## config.mk

```make
export PLATFORM = sky130hd
export DESIGN_NAME = alu_sched
export DESIGN_NICKNAME = d
export VERILOG_FILES = /design/src/rtl/alu_sched.sv
export SDC_FILE = /design/constraint.sdc
export NUM_CORES = 1
export LEC_CHECK = 0
export ABC_CLOCK_PERIOD_IN_PS = 1700
export CAP_MARGIN = 20
export CELL_PAD_IN_SITES_DETAIL_PLACEMENT = 0
export CELL_PAD_IN_SITES_GLOBAL_PLACEMENT = 1
export CORE_UTILIZATION = 27
export CTS_CLUSTER_DIAMETER = 150
export DETAILED_ROUTE_END_ITERATION = 16
export PLACE_DENSITY_LB_ADDON = 0.1
export SLEW_MARGIN = 20
export SYNTH_ARGS = -nofsm -noshare
export SYNTH_HDL_FRONTEND = slang
export SYNTH_SLANG_ARGS = --single-unit
```

## constraint.sdc

```tcl
create_clock -name clk -period 1.7 [get_ports clk]
set_input_delay 0.255 -clock clk [delete_from_list [all_inputs] [get_ports clk]]
set_output_delay 0.255 -clock clk [all_outputs]
set_load 0.02 [all_outputs]
```

## src/rtl/alu_sched.sv

```systemverilog
// alu_sched: round-robin arbiter and sequencer for a shared ALU whose outputs only refresh on an op change.
// Every operation is preceded by a NOP cycle, held EXEC_CYCLES, and its C/Z returned tagged with the requester id.
module alu_sched #(
    parameter int WIDTH       = 16,
    parameter int EXEC_CYCLES = 1
) (
    input  logic             clk,
    input  logic             rst_n,
    input  logic             req0_valid_i,
    output logic             req0_ready_o,
    input  logic [2:0]       req0_op_i,
    input  logic [WIDTH-1:0] req0_a_i,
    input  logic [WIDTH-1:0] req0_b_i,
    input  logic             req1_valid_i,
    output logic             req1_ready_o,
    input  logic [2:0]       req1_op_i,
    input  logic [WIDTH-1:0] req1_a_i,
    input  logic [WIDTH-1:0] req1_b_i,
    output logic             rsp_valid_o,
    output logic             rsp_id_o,
    output logic [WIDTH-1:0] rsp_c_o,
    output logic             rsp_z_o,
    output logic             rsp_err_o,
    output logic             busy_o,
    output logic [WIDTH-1:0] alu_a_o,
    output logic [WIDTH-1:0] alu_b_o,
    output logic [2:0]       alu_op_o,
    input  logic [WIDTH-1:0] alu_c_i,
    input  logic             alu_z_i
);

    typedef enum logic [1:0] {IDLE, SETUP, EXEC, RESP} state_e;

    localparam logic [3:0] HOLD_INIT = 4'(EXEC_CYCLES - 1);

    state_e           state_q, state_d;
    logic             last_grant_q, last_grant_d;
    logic [2:0]       op_q, op_d;
    logic             id_q, id_d;
    logic [3:0]       hold_q, hold_d;
    logic [WIDTH-1:0] alu_a_q, alu_a_d;
    logic [WIDTH-1:0] alu_b_q, alu_b_d;
    logic [WIDTH-1:0] rsp_c_q, rsp_c_d;
    logic             rsp_z_q, rsp_z_d;
    logic             rsp_err_q, rsp_err_d;
    logic             rsp_id_q, rsp_id_d;

    logic             gnt0, gnt1, accept, acc_id, acc_legal;
    logic [2:0]       acc_op;
    logic [WIDTH-1:0] acc_a, acc_b;

    // On a tie the requester that did not win last time is granted.
    always_comb begin
        gnt0      = req0_valid_i && (!req1_valid_i || last_grant_q);
        gnt1      = req1_valid_i && (!req0_valid_i || !last_grant_q);
        accept    = (state_q == IDLE) && rst_n && (gnt0 || gnt1);
        acc_id    = gnt1;
        acc_op    = gnt1 ? req1_op_i : req0_op_i;
        acc_a     = gnt1 ? req1_a_i  : req0_a_i;
        acc_b     = gnt1 ? req1_b_i  : req0_b_i;
        acc_legal = (acc_op != 3'd0) && (acc_op != 3'd7);
    end

    always_ff @(posedge clk or negedge rst_n) begin
        if (!rst_n) begin
            state_q <= IDLE;
        end else begin
            state_q <= state_d;
        end
    end

    always_comb begin
        state_d = state_q;
        case (state_q)
            IDLE:    if (accept) state_d = acc_legal ? SETUP : RESP;
            SETUP:   state_d = EXEC;
            EXEC:    if (hold_q == 4'd0) state_d = RESP;
            RESP:    state_d = IDLE;
            default: state_d = IDLE;
        endcase
    end

    always_comb begin
        req0_ready_o = (state_q == IDLE) && rst_n && gnt0;
        req1_ready_o = (state_q == IDLE) && rst_n && gnt1;
        alu_op_o     = (state_q == EXEC) ? op_q : 3'd0;
        rsp_valid_o  = (state_q == RESP);
        busy_o       = (state_q != IDLE);
    end

    // Illegal ops never touch the ALU drive; they load their error response directly.
    always_comb begin
        last_grant_d = last_grant_q;
        op_d         = op_q;
        id_d         = id_q;
        hold_d       = hold_q;
        alu_a_d      = alu_a_q;
        alu_b_d      = alu_b_q;
        rsp_c_d      = rsp_c_q;
        rsp_z_d      = rsp_z_q;
        rsp_err_d    = rsp_err_q;
        rsp_id_d     = rsp_id_q;
        if (accept) begin
            last_grant_d = acc_id;
            id_d         = acc_id;
            op_d         = acc_op;
            if (acc_legal) begin
                alu_a_d = acc_a;
                alu_b_d = acc_b;
            end else begin
                rsp_c_d   = '0;
                rsp_z_d   = 1'b0;
                rsp_err_d = 1'b1;
                rsp_id_d  = acc_id;
            end
        end
        if (state_q == SETUP) begin
            hold_d = HOLD_INIT;
        end
        if (state_q == EXEC) begin
            if (hold_q == 4'd0) begin
                rsp_c_d   = alu_c_i;
                rsp_z_d   = alu_z_i;
                rsp_err_d = 1'b0;
                rsp_id_d  = id_q;
            end else begin
                hold_d = hold_q - 4'd1;
            end
        end
    end

    always_ff @(posedge clk or negedge rst_n) begin
        if (!rst_n) begin
            last_grant_q <= 1'b1;
            op_q         <= 3'd0;
            id_q         <= 1'b0;
            hold_q       <= 4'd0;
            alu_a_q      <= '0;
            alu_b_q      <= '0;
            rsp_c_q      <= '0;
            rsp_z_q      <= 1'b0;
            rsp_err_q    <= 1'b0;
            rsp_id_q     <= 1'b0;
        end else begin
            last_grant_q <= last_grant_d;
            op_q         <= op_d;
            id_q         <= id_d;
            hold_q       <= hold_d;
            alu_a_q      <= alu_a_d;
            alu_b_q      <= alu_b_d;
            rsp_c_q      <= rsp_c_d;
            rsp_z_q      <= rsp_z_d;
            rsp_err_q    <= rsp_err_d;
            rsp_id_q     <= rsp_id_d;
        end
    end

    assign alu_a_o   = alu_a_q;
    assign alu_b_o   = alu_b_q;
    assign rsp_c_o   = rsp_c_q;
    assign rsp_z_o   = rsp_z_q;
    assign rsp_err_o = rsp_err_q;
    assign rsp_id_o  = rsp_id_q;

endmodule
```

# --- Yosys cells after proc, flatten, opt, wreduce, memory -nomap -nowiden ---
# Index checks and enable logic that the tools add are counted.
totals:
  register_bits: 62
  in_bits: 91
  out_inout_bits: 58
  wordCells: 64
op_classes:
  n_addsub: 1
  n_eq_ne: 6
  muxes: 27
  n_reduce_logical: 19
op_table:
  columns: ["cell", "n"]
  rows:
  - ["$mux 16", 6]
  - ["$mux 1", 12]
  - ["$mux 4", 3]
  - ["$pmux 2 s4", 1]
  - ["$logic_and 1x1->1", 7]
  - ["$mux 2", 3]
  - ["$mux 3", 2]
  - ["$eq 2x2->1 const B", 2]
  - ["$logic_not 4->1", 1]
  - ["$ne 2x2->1 const B", 2]
  - ["$reduce_and 2->1", 2]
  - ["$sub 4x1->4 const B", 1]
  - ["$logic_not 1->1", 3]
  - ["$logic_or 1x1->1", 3]
  - ["$ne 3x3->1 const B", 1]
  - ["$reduce_bool 3->1", 1]
  - ["$eq 2x1->1 const B", 1]
  - ["$logic_not 2->1", 1]
  - ["$reduce_bool 2->1", 1]

# --- Longest topological paths before layout ---
# Gate-level depths: netlist of the first run.
logic_depth:
  ltp_word: 10
  ltp_mapped: 8
  depth_no_buf: 6

# --- Worst setup path after synthesis of the first run ---
# Ideal clock, no wire load.
synth_path:
  path_kind: "flip-flop to flip-flop"
  start: "register state_q[0]"
  end: "register rsp_c_q[10] (netlist: rsp_c_o[10])"
  t_arrival_ps: 1655
  setup_slack_ps: -76
  path_stages_with_launch: 8
  cell_sequence: "dfrtp_1 > inv_1 > ha_1 > o211ai_2 > a211oi_2 > nor3_4 > buf_6 > a22o_1"
synth_via:
  elab_chain_cells: 6
synth_rtl:
  columns: ["item", "line_no", "source"]
  rows:
  - ["start: declaration", "36", "state_e state_q, state_d;"]
  - ["start signal: assignment", "68", "state_q <= state_d;"]
  - ["$logic_not 2->1", "56", "accept = (state_q == IDLE) && rst_n && (gnt0 || gnt1);"]
  - ["$logic_and 1x1->1 (2 in series)", "56", null]
  - ["$mux 16", "103", "if (accept) begin"]
  - ["$mux 16", "121", "if (hold_q == 4'd0) begin"]
  - ["$mux 16 (*)", "120", "if (state_q == EXEC) begin"]
  - ["via rsp_c_d[10]", "43", "logic [WIDTH-1:0] rsp_c_q, rsp_c_d;"]
  - ["end signal: assignment", "151", "rsp_c_q <= rsp_c_d;"]
  - ["end: declaration", "43", null]
# Mark *: on every way through the listed nets, which the timed path passes. The rest lies on a longest branch.
# A chain may end at the register's enable or synchronous reset.

# --- Final worst setup path of the first run ---
layout_path:
  start: "register hold_q[0]"
  end: "register rsp_id_q (netlist: rsp_id_o)"
layout_via:
  elab_chain_cells: 3
layout_rtl:
  columns: ["item", "line_no", "source"]
  rows:
  - ["start: declaration", "40", "logic [3:0] hold_q, hold_d;"]
  - ["start signal: assignment", "148", "hold_q <= hold_d;"]
  - ["$logic_not 4->1", "121", null]
  - ["$mux 1", "121", null]
  - ["$mux 1", "120", null]
  - ["via rsp_id_d", "46", "logic rsp_id_q, rsp_id_d;"]
  - ["end signal: assignment", "154", "rsp_id_q <= rsp_id_d;"]
  - ["end: declaration", "46", null]
# The timed path passes the listed nets, and every way through them passes these cells.

==> flow_summary.toml, run 1 <==
[critical_path]
crit_chain = "inv_1 -> ha_2 -> or3b_4 -> nor2_4 -> nor3_4 -> buf_4 -> a221o_1"
worst_ep_required_time_ns = 1.91
worst-path-buf-inv = 2
path_class = "flop to flop"
start_kind = "flop"
crit_family = "simple AND/OR/NAND/NOR gates"
crit_fanout = 3
worstPathArrival_ns = 1.99
critPathSlowestCell = "or3b_4"
end_kind = "flop"
slowest_delay_ns = 0.40

[cells_and_area]
nNetsFinal = 590
post-route-util = 0.516
layoutNonFillerInstCount = 638
layout-drive-gt1-share = 0.275
area_delta_synth_final_pct = 82.5
diodes = 0
fillCellCount = 1027

[clocking]
cts_htree_levels = 3
cts_root_buf = "clkbuf_16"
clk_pin_slew_worst_paths_ns = 0.06
cts_max_path_buffers = 2
cts_buffers = 9
clkLatencyLatePin_ns = 0.32
cts.sinks = 62
cts_tree = "built"

[sta]
finalSetupViolations = 36
post-route-period-util = 1.05
rsz0062_at_grt = "yes"
clock.fmax_ghz = 0.561
tns_ns = -1.48
setup_ws_ns = -0.0838
timing.final.crit_period_ns = 1.78
slew_headroom = 0.459
fin_worst_skew_ns = 0.00678
finalHoldViolations = 0
max_slew.worst_pin.slew_ns = 0.811
slew_violations = 0

[yosys]
synth_seq_cells = 62
synth_top_area_frac = 0.487
synthesis.nets = 389
synth_cell_types = 39
yosysSeqAreaShare = 0.495
synth_warnings = 0
ys.flop_type = "dfrtp_1"
yosysTopAreaCell = "dfrtp_1"
ys_async_sr_fraction = 1.00
synth-edff-count = 0
syn-mean-instance-area_sq_um = 10.7
syn_area_sq_um = 3140
postSynthCellCount = 292
synth.top_cells.by_area = "dfrtp_1 (49%), mux2_4 (14%), nand2_1 (12%), a22o_1 (4.7%), ha_1 (2.4%)"

[route]
drc = 0
routed_wl_um = 9040
ant_nets = 0
dr.pass1.iters = 3
wl_per_cell_um = 14.2
viasPerCell = 4.35
drt_iter0_markers = 67
vias = 2774

[pwr]
ir_worst_vdd_uv = 980
leakage_nw = 2.74
p_per_area_nw_per_um2 = 1680

[die]
die_h_um = 110
dieArea_sq_um = 12000
start_util = 0.283
fp-row-count = 38
io_pins = 149
core_sq_um = 11100
die-width_um = 110

[status]
status = "finished, violations left"
failed_checks = "negative setup slack"

[place]
place_inst = 604
dp_hpwl_um = 6250
io_buffers = 148
place_congestion = 0.711

[global_routing]
grt_usage = 0.153
grt_pass1_vias = 2736
antenna_found_initial = 0
grt_max_degree = 65
overflow = 0
grt_pass1_wl_um = 13800

[job]
maxCapViolations = 0

[worst_hold_path]
min-delay-path-class = "input port to asynchronous set/reset pin"
==> state kept, by name, indices dropped and copies added (netlist names), 2 cells and up <==
register	cells
state_q	2
op_q	3
alu_a_o	16
rsp_c_o	16
hold_q	4
alu_b_o	16
==> logic make-up (layout without fill, tap and decap cells) <==
| group | count (synthesis) | in the layout | share of synthesized area |
|---|---|---|---|
| and+or+nand+nor | 128 | 128 | 0.172 |
| DFF | 62 | 62 | 0.495 |
| AOI/OAI and AO/OA | 38 | 38 | 0.104 |
| muxes | 37 | 37 | 0.167 |
| buffers and inverters | 21 | 227 | 0.0379 |
| adders and majority gates | 6 | 6 | 0.0239 |
==> worst paths after layout <==
path / slack [ns] / depth (start not counted) / start / endpoint
worst max-delay path: -0.08 / 7 / hold_q[0]$_DFF_PN0_ / rsp_id_o$_DFF_PN0_
worst min-delay path: 0.20 / 2 / rst_n / op_q[0]$_DFFE_PN0N_
worst max register to register: -0.08 / 7 / hold_q[0]$_DFF_PN0_ / rsp_id_o$_DFF_PN0_
worst min register to register: 0.47 / 2 / op_q[1]$_DFFE_PN0N_ / op_q[1]$_DFFE_PN0N_
max in group asynchronous: 0.97 / 2 / rst_n / hold_q[1]$_DFF_PN0_
min in group clk: 0.43 / 4 / req1_op_i[2] / op_q[2]$_DFFE_PN0N_
==> power breakdown <==
group | leakage (nW) | internal [mW] | switching, mW
clock | 0.155 | 1.33 | 0.682
sequential | 0.771 | 2.16 | 0.382
combinational | 1.82 | 2.87 | 2.21
total | 2.74 | 6.35 | 3.27
==> layout by cell type (no fill, tap or decap), types with 3 or more instances in the layout <==
cell / n
clkdlybuf4s50_1: 135
nand2_1: 103
dfrtp_1: 61
buf_4: 41
mux2_4: 32
a22o_1: 17
clkbuf_16: 11
buf_6: 10
buf_12: 7
o21ai_0: 6
dlygate4sd2_1: 5
nor2_1: 4
mux2i_1: 4
inv_1: 3
nor2_4: 3
nand3_2: 3
and2_1: 3
ha_1: 3
==> timing repair <==
action                                  CTS  global route
endpoints found under the setup margin   57            55
hold buffers                              0             0
gates cloned                              3             2
resized for setup                        63             7
pin swaps                                 6            15
buffers inserted                         13             3
==> routing by layer <==
metal / share of wire / wire length [um] / GRT usage
met1: 0.45 / 4060 / 0.190
met2: 0.45 / 4050 / 0.246
met5: 0 / 0 / 0
met4: 0.017 / 150 / 0.0610
met3: 0.086 / 777 / 0.0492
==> per-stage QoR <==
stage	hold WS [ns]	total power [mW]	worst slack, ns	instance area (sq um)
floorplan	-0.0406	4.96	0.00334	3150
detailed placement	0.462	7.17	-0.518	5060
global placement	0.455	7.16	-0.470	5060
finish	0.196	9.63	-0.0838	5720
CTS	0.219	9.65	-0.0935	5690
global route	0.274	10.2	-0.150	5720
==> synth_stat cells, types with 3 or more instances <==
library cell	count
o21ai_0	6
inv_1	6
nand2_1	103
and2_1	3
nand3_1	4
nor2_1	6
buf_6	4
a22o_1	17
mux2i_1	4
dfrtp_1	61
ha_1	6
mux2_4	30
clkbuf_1	7
==> cell type report <==
cell class                      instances  area [sq um]  area share
Clock buffer                           10           239      0.0418
Multi-Input combinational cell        209          1580       0.276
Sequential cell                        62          1550       0.271
Inverter                                6          25.0     0.00437
Timing Repair Buffer                  205          2060       0.360
Tap cell                              140           175      0.0306
Clock inverter                          6          92.6      0.0162
(Power assumes the default switching activity.)
==> inputs of run 2 (changes only) <==
REMOVE_ABC_BUFFERS = 1   (was default)
==> run 2 against run 1 <==
Via count fell by 0.61%. First-iteration DRC count rose by 40%. The flow still finishes with violations (negative setup slack). Largest power group unchanged. Sequential share of layout area rose by 0.54 points. Critical path depth rose by 1. Highest routed layer unchanged. Critical endpoint is now rsp_c_o[9]$_DFF_PN0_.
==> flow_summary.toml, run 2 (same netlist as run 1, synthesis figures left out) <==
[clocking]
cts_max_path_buffers = 2
cts_tree = "built"
cts_htree_levels = 3
cts_buffers = 9
clkLatencyLatePin_ns = 0.32
cts_root_buf = "clkbuf_16"
clk_pin_slew_worst_paths_ns = 0.06
cts.sinks = 62

[critical_path]
end_kind = "flop"
crit_fanout = 8
path_class = "flop to flop"
crit-reg2reg-launch = "hold_q[1]$_DFF_PN0_"
start_kind = "flop"
worstPathArrival_ns = 2.03
worst_ep_required_time_ns = 1.91
r2r_slack_ns = -0.12
rr_worst_depth = 8
r2r_end = "rsp_c_o[9]$_DFF_PN0_"

[cells_and_area]
post-route-util = 0.506
nNetsFinal = 586
layoutNonFillerInstCount = 634
fin_area_sq_um = 5610
area_delta_synth_final_pct = 78.9
layout-drive-gt1-share = 0.269
final_common_cell = "clkdlybuf4s50_1"
diodes = 0
final_cell_mix = "clkdlybuf4s50_1 (138), nand2_1 (103), dfrtp_1 (61)"

[sta]
timing.final.crit_period_ns = 1.82
rsz0062_at_grt = "yes"
finalHoldViolations = 0
finalSetupViolations = 41
fin_worst_skew_ns = 0.00814
slew_violations = 0
holdWs_ns = 0.0620
setup_ws_ns = -0.117
post-route-period-util = 1.07
max_slew.worst_pin.slew_ns = 0.471
clock.fmax_ghz = 0.550
tns_ns = -1.42
slew_headroom = 0.686

[pwr]
p_total_mw = 9.39
ir_worst_vdd_uv = 774
p_per_area_nw_per_um2 = 1670
leakage_nw = 2.69

[global_routing]
grt_pass1_vias = 2815
antenna_found_initial = 0
grt_pass1_wl_um = 13900
grt_usage = 0.154
overflow = 0
grt_max_degree = 38

[worst_hold_path]
min-delay-path-class = "input port to asynchronous set/reset pin"

[place]
place_ws_ns = -0.509
place_inst = 602
io_buffers = 148
dp_hpwl_um = 6280
place_area_sq_um = 5010
place_congestion = 0.701

[die]
core_sq_um = 11100
start_util = 0.283
fp-row-count = 38
die-width_um = 110
die_h_um = 110
dieArea_sq_um = 12000
io_pins = 149

[status]
status = "finished, violations left"
failed_checks = "negative setup slack"

[route]
ant_nets = 0
viasPerCell = 4.35
drc = 0
vias = 2757
dr.pass1.iters = 4
wl_per_cell_um = 14.1
routed_wl_um = 8920
drt_iter0_markers = 94

[job]
maxCapViolations = 0
run 2: changes by cell type in the layout (fill, tap and decap cells not counted), sizes merged:
| cell | delta |
|---|---|
| buf | -5 |
| clkdlybuf4s50 | +3 |
| clkinv | +2 |
| dlygate4sd2 | -2 |
| bufinv | -1 |
| clkdlybuf4s15 | +1 |
| clkinvlp | -1 |
| dlymetal6s2s | -1 |
run 2: routing by layer:
layer | track usage | part of all wire | vias to the layer above
met4 | 0.0629 | 0.013 | 0
li1 | - | - | 1381
met1 | 0.182 | 0.43 | 1278
met3 | 0.0510 | 0.077 | 8
met2 | 0.256 | 0.48 | 90
met5 | 0 | 0 | -
run 2: power by group:
| group | internal [mW] | switching (mW) |
|---|---|---|
| Combinational | 2.81 | 2.20 |
| Clock | 1.18 | 0.682 |
| Sequential | 2.15 | 0.365 |
run 2: worst max-delay path: stages, from the launching register on:
cell,delay (ns)
dfrtp_1,0.38
inv_1,0.06
ha_2,0.17
or3b_4,0.39
nor2_4,0.17
nor3_4,0.09
buf_6,0.14
buf_16,0.13
a22o_1,0.19
run 2: worst max-delay path by stage:
stage / start / end / slack (ns) / cells past startpoint
after CTS: last_grant_q$_DFFE_PN1N_ / rsp_c_o[2]$_DFF_PN0_ / -0.11 / 8
final: hold_q[1]$_DFF_PN0_ / rsp_c_o[9]$_DFF_PN0_ / -0.12 / 8
after detailed placement: req1_valid_i / req1_ready_o / -0.51 / 4
after global routing: state_q[0]$_DFFE_PN0P_ / rsp_c_o[2]$_DFF_PN0_ / -0.18 / 10
after global placement: req1_valid_i / req1_ready_o / -0.48 / 4
after floorplan: last_grant_q$_DFFE_PN1N_ / alu_b_o[0]$_DFFE_PN0P_ / -0.55 / 4
run 2: layout make-up:
class | instances | area [sq um]
fill | 1065 | 5470
timing repair buffer | 201 | 1990
multi-input combinational | 209 | 1560
sequential | 62 | 1550
clock buffer | 10 | 239
tap | 140 | 175
clock inverter | 6 | 68.8
inverter | 6 | 22.5
run 2: what timing repair did:
| action | in CTS | in global routing |
|---|---|---|
| hold endpoints to repair | 0 | 0 |
| cloned | 2 | 2 |
| hold buffers | 0 | 0 |
| resized for setup | 51 | 14 |
| endpoints found under the setup margin | 58 | 54 |
| pin swaps | 3 | 9 |
| setup buffers | 8 | 5 |
